--- src/rtl/mem_req_issuer.sv ---
// +----------------------------------------------------------------------------+
// | mem_req_issuer : issues CPU loads/stores to the RAM1/UART controller,      |
// |                  stalls until completion, answers status reads locally.    |
// | Revision 1.0                                                               |
// +----------------------------------------------------------------------------+
`default_nettype none
`timescale 1ns/1ps

module mem_req_issuer #(
    parameter int          ACT_W       = 2,
    parameter int          QW          = 4,
    parameter logic [15:0] UART_ADDR   = 16'hBF00,
    parameter logic [15:0] STAT_ADDR   = 16'hBF01,
    parameter int          TIMEOUT_CYC = 1024
) (
    input  logic             clk,
    input  logic             rst,
    input  logic             req_valid,
    input  logic             req_rd,
    input  logic             req_wr,
    input  logic [15:0]      req_addr,
    input  logic [15:0]      req_wdata,
    output logic             stall,
    output logic [15:0]      rdata,
    output logic             rdata_valid,
    output logic             bus_err,
    output logic [15:0]      err_count,
    output logic             mem_rd,
    output logic             mem_wr,
    output logic [15:0]      mem_addr,
    output logic [15:0]      mem_value,
    output logic [ACT_W-1:0] mem_act,
    input  logic             uart_work_done,
    input  logic [ACT_W-1:0] mem_act_out,
    input  logic [15:0]      result,
    input  logic [QW-1:0]    front,
    input  logic [QW-1:0]    tail
);

    localparam int TW = (TIMEOUT_CYC > 2) ? $clog2(TIMEOUT_CYC) : 2;
    localparam logic [TW-1:0] c_TIMER_LAST = TW'(TIMEOUT_CYC - 1);

    typedef enum logic [2:0] {
        S_IDLE  = 3'd0,
        S_STAT  = 3'd1,
        S_ISSUE = 3'd2,
        S_WAIT  = 3'd3,
        S_DONE  = 3'd4,
        S_ABORT = 3'd5
    } state_t;

    state_t           r_state;
    logic [TW-1:0]    r_timer;
    logic             r_is_load;

    logic             r_done_s1, r_done_s2;
    logic [ACT_W-1:0] r_act_s1, r_act_s2;
    logic [15:0]      r_result_s1, r_result_s2;
    logic [QW-1:0]    r_front_s1, r_front_s2;
    logic [QW-1:0]    r_tail_s1, r_tail_s2;

    logic w_req;
    logic w_stat_hit;
    logic w_done_s;

    assign w_req = req_valid && (req_rd || req_wr);
    // If both addresses were ever configured equal, the UART data path wins.
    assign w_stat_hit = (req_addr == STAT_ADDR) && (STAT_ADDR != UART_ADDR);
    assign w_done_s   = r_done_s2 && (r_act_s2 == mem_act);
    assign stall      = rst && w_req && !rdata_valid;

    always_ff @(posedge clk or negedge rst) begin
        if (!rst) begin
            r_done_s1   <= 1'b0;
            r_done_s2   <= 1'b0;
            r_act_s1    <= '0;
            r_act_s2    <= '0;
            r_result_s1 <= '0;
            r_result_s2 <= '0;
            r_front_s1  <= '0;
            r_front_s2  <= '0;
            r_tail_s1   <= '0;
            r_tail_s2   <= '0;
        end else begin
            r_done_s1   <= uart_work_done;
            r_done_s2   <= r_done_s1;
            r_act_s1    <= mem_act_out;
            r_act_s2    <= r_act_s1;
            r_result_s1 <= result;
            r_result_s2 <= r_result_s1;
            r_front_s1  <= front;
            r_front_s2  <= r_front_s1;
            r_tail_s1   <= tail;
            r_tail_s2   <= r_tail_s1;
        end
    end

    always_ff @(posedge clk or negedge rst) begin
        if (!rst) begin
            r_state     <= S_IDLE;
            r_timer     <= '0;
            r_is_load   <= 1'b0;
            rdata       <= '0;
            rdata_valid <= 1'b0;
            bus_err     <= 1'b0;
            err_count   <= '0;
            mem_rd      <= 1'b0;
            mem_wr      <= 1'b0;
            mem_addr    <= '0;
            mem_value   <= '0;
            mem_act     <= '0;
        end else begin
            rdata_valid <= 1'b0;
            bus_err     <= 1'b0;
            case (r_state)
                S_IDLE: begin
                    // The retire cycle still shows the old request; skip it.
                    if (w_req && !rdata_valid) begin
                        if (w_stat_hit) begin
                            r_state <= S_STAT;
                        end else begin
                            mem_addr  <= req_addr;
                            mem_value <= req_wdata;
                            r_is_load <= !req_wr;
                            mem_act   <= mem_act + 1'b1;
                            r_state   <= S_ISSUE;
                        end
                    end
                end
                S_STAT: begin
                    rdata       <= {14'b0, (r_front_s2 != r_tail_s2), 1'b1};
                    rdata_valid <= 1'b1;
                    r_state     <= S_IDLE;
                end
                S_ISSUE: begin
                    mem_rd  <= r_is_load;
                    mem_wr  <= !r_is_load;
                    r_timer <= '0;
                    r_state <= S_WAIT;
                end
                S_WAIT: begin
                    r_timer <= r_timer + 1'b1;
                    if (w_done_s) begin
                        r_state <= S_DONE;
                    end else if (r_timer == c_TIMER_LAST) begin
                        r_state <= S_ABORT;
                    end
                end
                S_DONE: begin
                    rdata       <= r_is_load ? r_result_s2 : 16'h0000;
                    rdata_valid <= 1'b1;
                    mem_rd      <= 1'b0;
                    mem_wr      <= 1'b0;
                    r_state     <= S_IDLE;
                end
                S_ABORT: begin
                    rdata       <= 16'hFFFF;
                    rdata_valid <= 1'b1;
                    bus_err     <= 1'b1;
                    if (err_count != 16'hFFFF) begin
                        err_count <= err_count + 1'b1;
                    end
                    mem_rd      <= 1'b0;
                    mem_wr      <= 1'b0;
                    r_state     <= S_IDLE;
                end
                default: r_state <= S_IDLE;
            endcase
        end
    end

endmodule

`default_nettype wire
--- config.mk ---
export PLATFORM = sky130hd
export DESIGN_NAME = mem_req_issuer
export DESIGN_NICKNAME = d
export VERILOG_FILES = /design/src/rtl/mem_req_issuer.sv
export SDC_FILE = /design/constraint.sdc
export NUM_CORES = 1
export LEC_CHECK = 0
export ABC_AREA = 1
export BUFFER_PORTS_ARGS = -buffer_cell sky130_fd_sc_hd__buf_2
export CAP_MARGIN = 5
export CORE_MARGIN = 1
export CORE_UTILIZATION = 47
export DETAILED_ROUTE_END_ITERATION = 6
export GPL_TIMING_DRIVEN = 0
export HOLD_SLACK_MARGIN = 0.1
export PLACE_DENSITY = 0.72
export SLEW_MARGIN = 0
export SYNTH_ARGS = -nofsm -noshare
export SYNTH_HDL_FRONTEND = slang
export SYNTH_SLANG_ARGS = --single-unit
--- constraint.sdc ---
create_clock -name clk -period 2 [get_ports clk]
set_clock_uncertainty 0.1 [all_clocks]
set_input_delay 0.1 -clock clk [delete_from_list [all_inputs] [get_ports clk]]
set_output_delay 0.1 -clock clk [all_outputs]
set_load 0.01 [all_outputs]
# Yosys cells after proc, flatten, opt, wreduce, memory -nomap -nowiden
# Index checks and enable logic that the tools add are counted.
# classes
n_addsub	3
shifts	0
n_eq_ne	12
div	0
mux	12
magnitude_cmp	0
bitwise	1
n_reduce_logical	18
mul	0
# ops
cell	count
case mux 16 bit (3 select lines)	1
case mux 10 bit (2 select lines)	1
adder 16 x 1 -> 16 bit (second input constant)	1
== test 16 bit (second input constant)	1
2-to-1 mux 16 bit	1
inequality test 16 bit (second input constant)	1
adder 10 x 1 -> 10 bit (second input constant)	1
== test 10 bit (second input constant)	1
2-to-1 mux 3 bit	3
case mux 3 bit (3 select lines)	1
== test 3 x 2 -> 1 bit (second input constant)	2
== test 3 bit (second input constant)	2
logical AND 1 bit	5
inequality test 4 bit	1
case mux 1 bit (2 select lines)	2
AND reduction 2 bit	2
nonzero test 2 bit	2
== test 3 x 1 -> 1 bit (second input constant)	1
zero test 1 bit	3
zero test 3 bit	1
inequality test 3 bit (second input constant)	1
AND reduction 3 bit	1
nonzero test 3 bit	1
OR reduction 3 bit	1
other kinds (8)	9
# word_totals
n_memories	0
mem_bits_ro	0
register_bits	138
latchBits	0
ram_bits	0

# Longest topological paths before layout
# logic_depth
word_depth	5
depth_mapped	11
mapped_depth_nobuf	10

# Worst setup path after synthesis
# OpenSTA, ideal clock, no wires.
# synth_path
kind	register to register
from	register err_count[0]
to	register err_count[13]
path_slack_ns	0.320
setup_ns	0.116
arrival_time_ns	1.464
stages_incl_launch_ff	12
path_cell_list	dfrtp_1 > ha_1 > nand3_1 > inv_1 > nand2_2 > inv_1 > nand3_1 > nand2_2 > inv_2 > buf_6 > nand2_1 > nand2_1
# synth_between
elab_chain_len	2
elab_cells_between_ends	3
# synth_lines
item	line_no	source
from (decl)	27	output logic [15:0] err_count,
from (signal assigned)	161	err_count <= err_count + 1'b1;
branches (longest 2 deep; another with adder 16 x 1 -> 16 bit)	--	
# Parallel ways; which one is timed is not known.
# A chain may end at the register's enable or synchronous reset.

# Final worst setup path
# layout_path
from	register err_count[0]
to	register err_count[6]
# Same word-level chain as after synthesis.

==> flow_metrics.tcl <==
set metrics [dict create \
    outcome "completed" \
    crit_type "reg -> reg" \
    crit_path_top_delay_cell "dfrtp_2" \
    synth-main-ff-cell "dfrtp_1" \
    firstDrtPassIters 5 \
    cts.sinks 138 \
    die_area_mm2 0.01172 \
    synth_top_family_by_area "simple AND/OR/NAND/NOR gates" \
    synth_warnings 0 \
    worst_pin_slew_ns 0.5466 \
    fin_hold_ws_ns 0.1295 \
    finalHoldViolations 0 \
    period_minus_slack_ns 1.783 \
    post-route-drc-count 0 \
    grt_usage_pct 21.74 \
    syn-cell-area_mm2 0.005308 \
    ff_latch_area_mm2 0.003455 \
    die_y_um 108.3 \
    core_area_mm2 0.01094 \
    multiInputGateArea_mm2 0.001607 \
    worst-path-max-fanout 10 \
    syn_avg_cell_area_um2 9.829 \
    ant_nets 0 \
    p_per_area_mw_per_mm2 1245 \
    async_reset_ff_share_pct 100.0 \
    vias 4380 \
    grt-ovfl-total 0 \
    synth_mux_area_share_pct 0 \
    p_total_mw 9.149 \
    dp_hpwl_um 7791 \
    setup_tns_ns 0 \
    synthXorXnorAreaFrac_pct 3.465 \
    area_growth_pct 38.43 \
    cp_top_family "simple AND/OR/NAND/NOR gates" \
    rows 38 \
    netlist_top_cells_area "dfrtp_1 (65%), nand2_1 (14%), nor2_1 (2.8%), o21ai_0 (2.6%), inv_1 (2.1%)" \
    path_cells "ha_2 > nand3_1 > inv_1 > nand2_2 > inv_1 > nand3_1 > nand2_2 > inv_2 > buf_6 > nand2_1 > nand2_1" \
    top_level_ports 135 \
    ir_worst_vdd_mv 0.5869 \
    synth_cells 540 \
    rsz0062_at_grt "no" \
    die_w_um 108.3 \
    synth_top_area_cell "dfrtp_1" \
    numPortBuffers 134 \
    hp-class "in -> async" \
    nNetsFinal 823 \
    clockBufferDepth 2 \
    cts-root-buf "clkbuf_16" \
    max_freq_mhz 560.9 \
    drt_iter0_drc 285 \
    synth_compound_area_share_pct 5.658 \
    finalSetupViolCount 0 \
    cts_buffers 17 \
    max_slew_margin_pct 63.56 \
    grt_max_degree 82 \
    synth-edff-count 0 \
    drt-vias-per-instance 4.813 \
    clkTransAtPathRegs_ns 0.06 \
    end_kind "flip-flop" \
    routedWlPerCell_um 13.01 \
    cp_num_buf_inv 4 \
    fin_util_pct 67.19 \
    post-route-period-util_pct 89.14 \
    synth_seq_area_share_pct 65.06 \
    ys_types 28 \
    tritoncts "done" \
    slew_violations 0 \
    power_leakage_nw 3.805 \
    clock_latency_ns 0.41 \
    fillers 831 \
    worstSetupStartpointType "flip-flop" \
    synthAdderAreaFrac_pct 0.4715 \
    synthSimpleGateAreaFrac_pct 20.63 \
    arrival_ns 1.98 \
    initial_core_util_pct 48.54 \
    grt_pass1_vias 4322 \
    yosys_register_bits 138 \
    layout-drive-gt1-share_pct 25.32 \
    antenna_cells 0 \
    h-tree-depth 4 \
    grt_pass1_wl_um 19510 \
    cpPeakStageDelay_ns 0.41 \
    required_ns 2.20 \
    drv_cap 0 \
    wirelength_um 11840 \
    synth_top_cell_area_share_pct 65.06 \
    antenna_found_initial 0 \
    syn_nets 606 \
    gp_congestion 0.8762 \
]
-- layout make-up --
cell class | count | area share, %
well taps | 140 | 2.384
clock buffers | 18 | 5.841
clock inverters | 14 | 1.379
repair buffers | 198 | 18.10
plain buffers | 17 | 1.618
multi-input cells | 350 | 21.87
flip-flops and latches | 138 | 47.02
inverters | 35 | 1.788
-- metal layers --
| metal | global-route usage, % | routed length (um) |
|---|---|---|
| met2 | 36.76 | 6111 |
| met3 | 4.822 | 453 |
| met5 | 0 | 0 |
| met1 | 26.47 | 4911 |
| met4 | 10.33 | 364 |
-- per-stage QoR --
step           setup WS, ns  cells  instance area (um^2)
2_1_floorplan        0.3198    540                  5308
3_3_place_gp         -1.001    814                  6153
6_report             0.2173    910                  7347
4_1_cts              0.1375    908                  7328
5_1_grt            0.001890    910                  7347
3_5_place_dp         0.1515    815                  6187
-- where the power goes --
part / total [mW] / internal, mW / switching (mW)
registers: 3.76 / 3.42 / 0.347
clock network: 2.76 / 1.58 / 1.18
logic: 2.63 / 1.04 / 1.58
total: 9.15 / 6.04 / 3.11
-- logic make-up after synthesis --
kind of cell / Yosys count
flops: 138
buf+inv: 52
simple gates: 271
xor+xnor: 21
compound gates: 56
fa+ha+maj: 2
-- worst paths after layout --
kind | depth (start not counted) | from | endpoint | slack [ns]
max in group asynchronous | 3 | rst | r_result_s1[3]$_DFF_PN0_ | 0.91
worst min-delay path | 2 | rst | mem_addr[6]$_DFFE_PN0P_ | 0.13
min in group clk | 2 | tail[3] | r_tail_s1[3]$_DFF_PN0_ | 0.22
worst max-delay path | 11 | err_count[0]$_DFFE_PN0P_ | err_count[6]$_DFFE_PN0P_ | 0.22
worst max register to register | 11 | err_count[0]$_DFFE_PN0P_ | err_count[6]$_DFFE_PN0P_ | 0.22
worst min register to register | 0 | r_result_s1[6]$_DFF_PN0_ | r_result_s2[6]$_DFF_PN0_ | 0.25
-- sequential cells by signal (all words and copies together) (netlist names) --
signal       count
bus_err          1
err_count       16
mem_act          2
mem_addr        16
mem_rd           1
mem_value       16
mem_wr           1
r_act_s1         2
r_act_s2         2
r_done_s1        1
r_done_s2        1
r_front_s1       4
r_front_s2       4
r_is_load        1
r_result_s1     16
r_result_s2     16
r_state          3
r_tail_s1        4
r_tail_s2        4
r_timer         10
rdata           16
rdata_valid      1
-- cell usage in the layout (no fill, tap or decap), types with 7 or more instances in the layout --
master         count
inv_1             30
nand3_1           16
dfrtp_1          137
a21oi_1           21
xor2_1            10
nand2_1          199
clkbuf_16         17
xnor2_1           11
buf_2            135
clkbuf_1           7
o21ai_0           28
nor2_1            39
dlygate4sd3_1     61
-- cells in the mapped netlist (3+ instances only) --
| cell type | number |
|---|---|
| a21oi_1 | 21 |
| buf_4 | 4 |
| buf_6 | 5 |
| clkbuf_1 | 6 |
| dfrtp_1 | 138 |
| inv_1 | 30 |
| inv_2 | 5 |
| nand2_1 | 199 |
| nand2_2 | 3 |
| nand3_1 | 16 |
| nand4_1 | 6 |
| nor2_1 | 39 |
| o21ai_0 | 28 |
| xnor2_1 | 11 |
| xor2_1 | 10 |
-- worst reg2reg max path, cell delays in order (launching register included) --
cell	delay (ns)
dfrtp_2	0.41
ha_2	0.21
nand3_1	0.12
inv_1	0.14
nand2_2	0.08
inv_1	0.06
nand3_1	0.08
nand2_2	0.14
inv_2	0.09
buf_6	0.15
nand2_1	0.07
nand2_1	0.05
-- timing repair --
item                                    CTS  global route
hold buffers                             61             0
endpoints found under the hold margin   199             0
resized for setup                         0             2
setup buffers                             0             2
endpoints found under the setup margin    0            11
(Power assumes the default switching activity.)
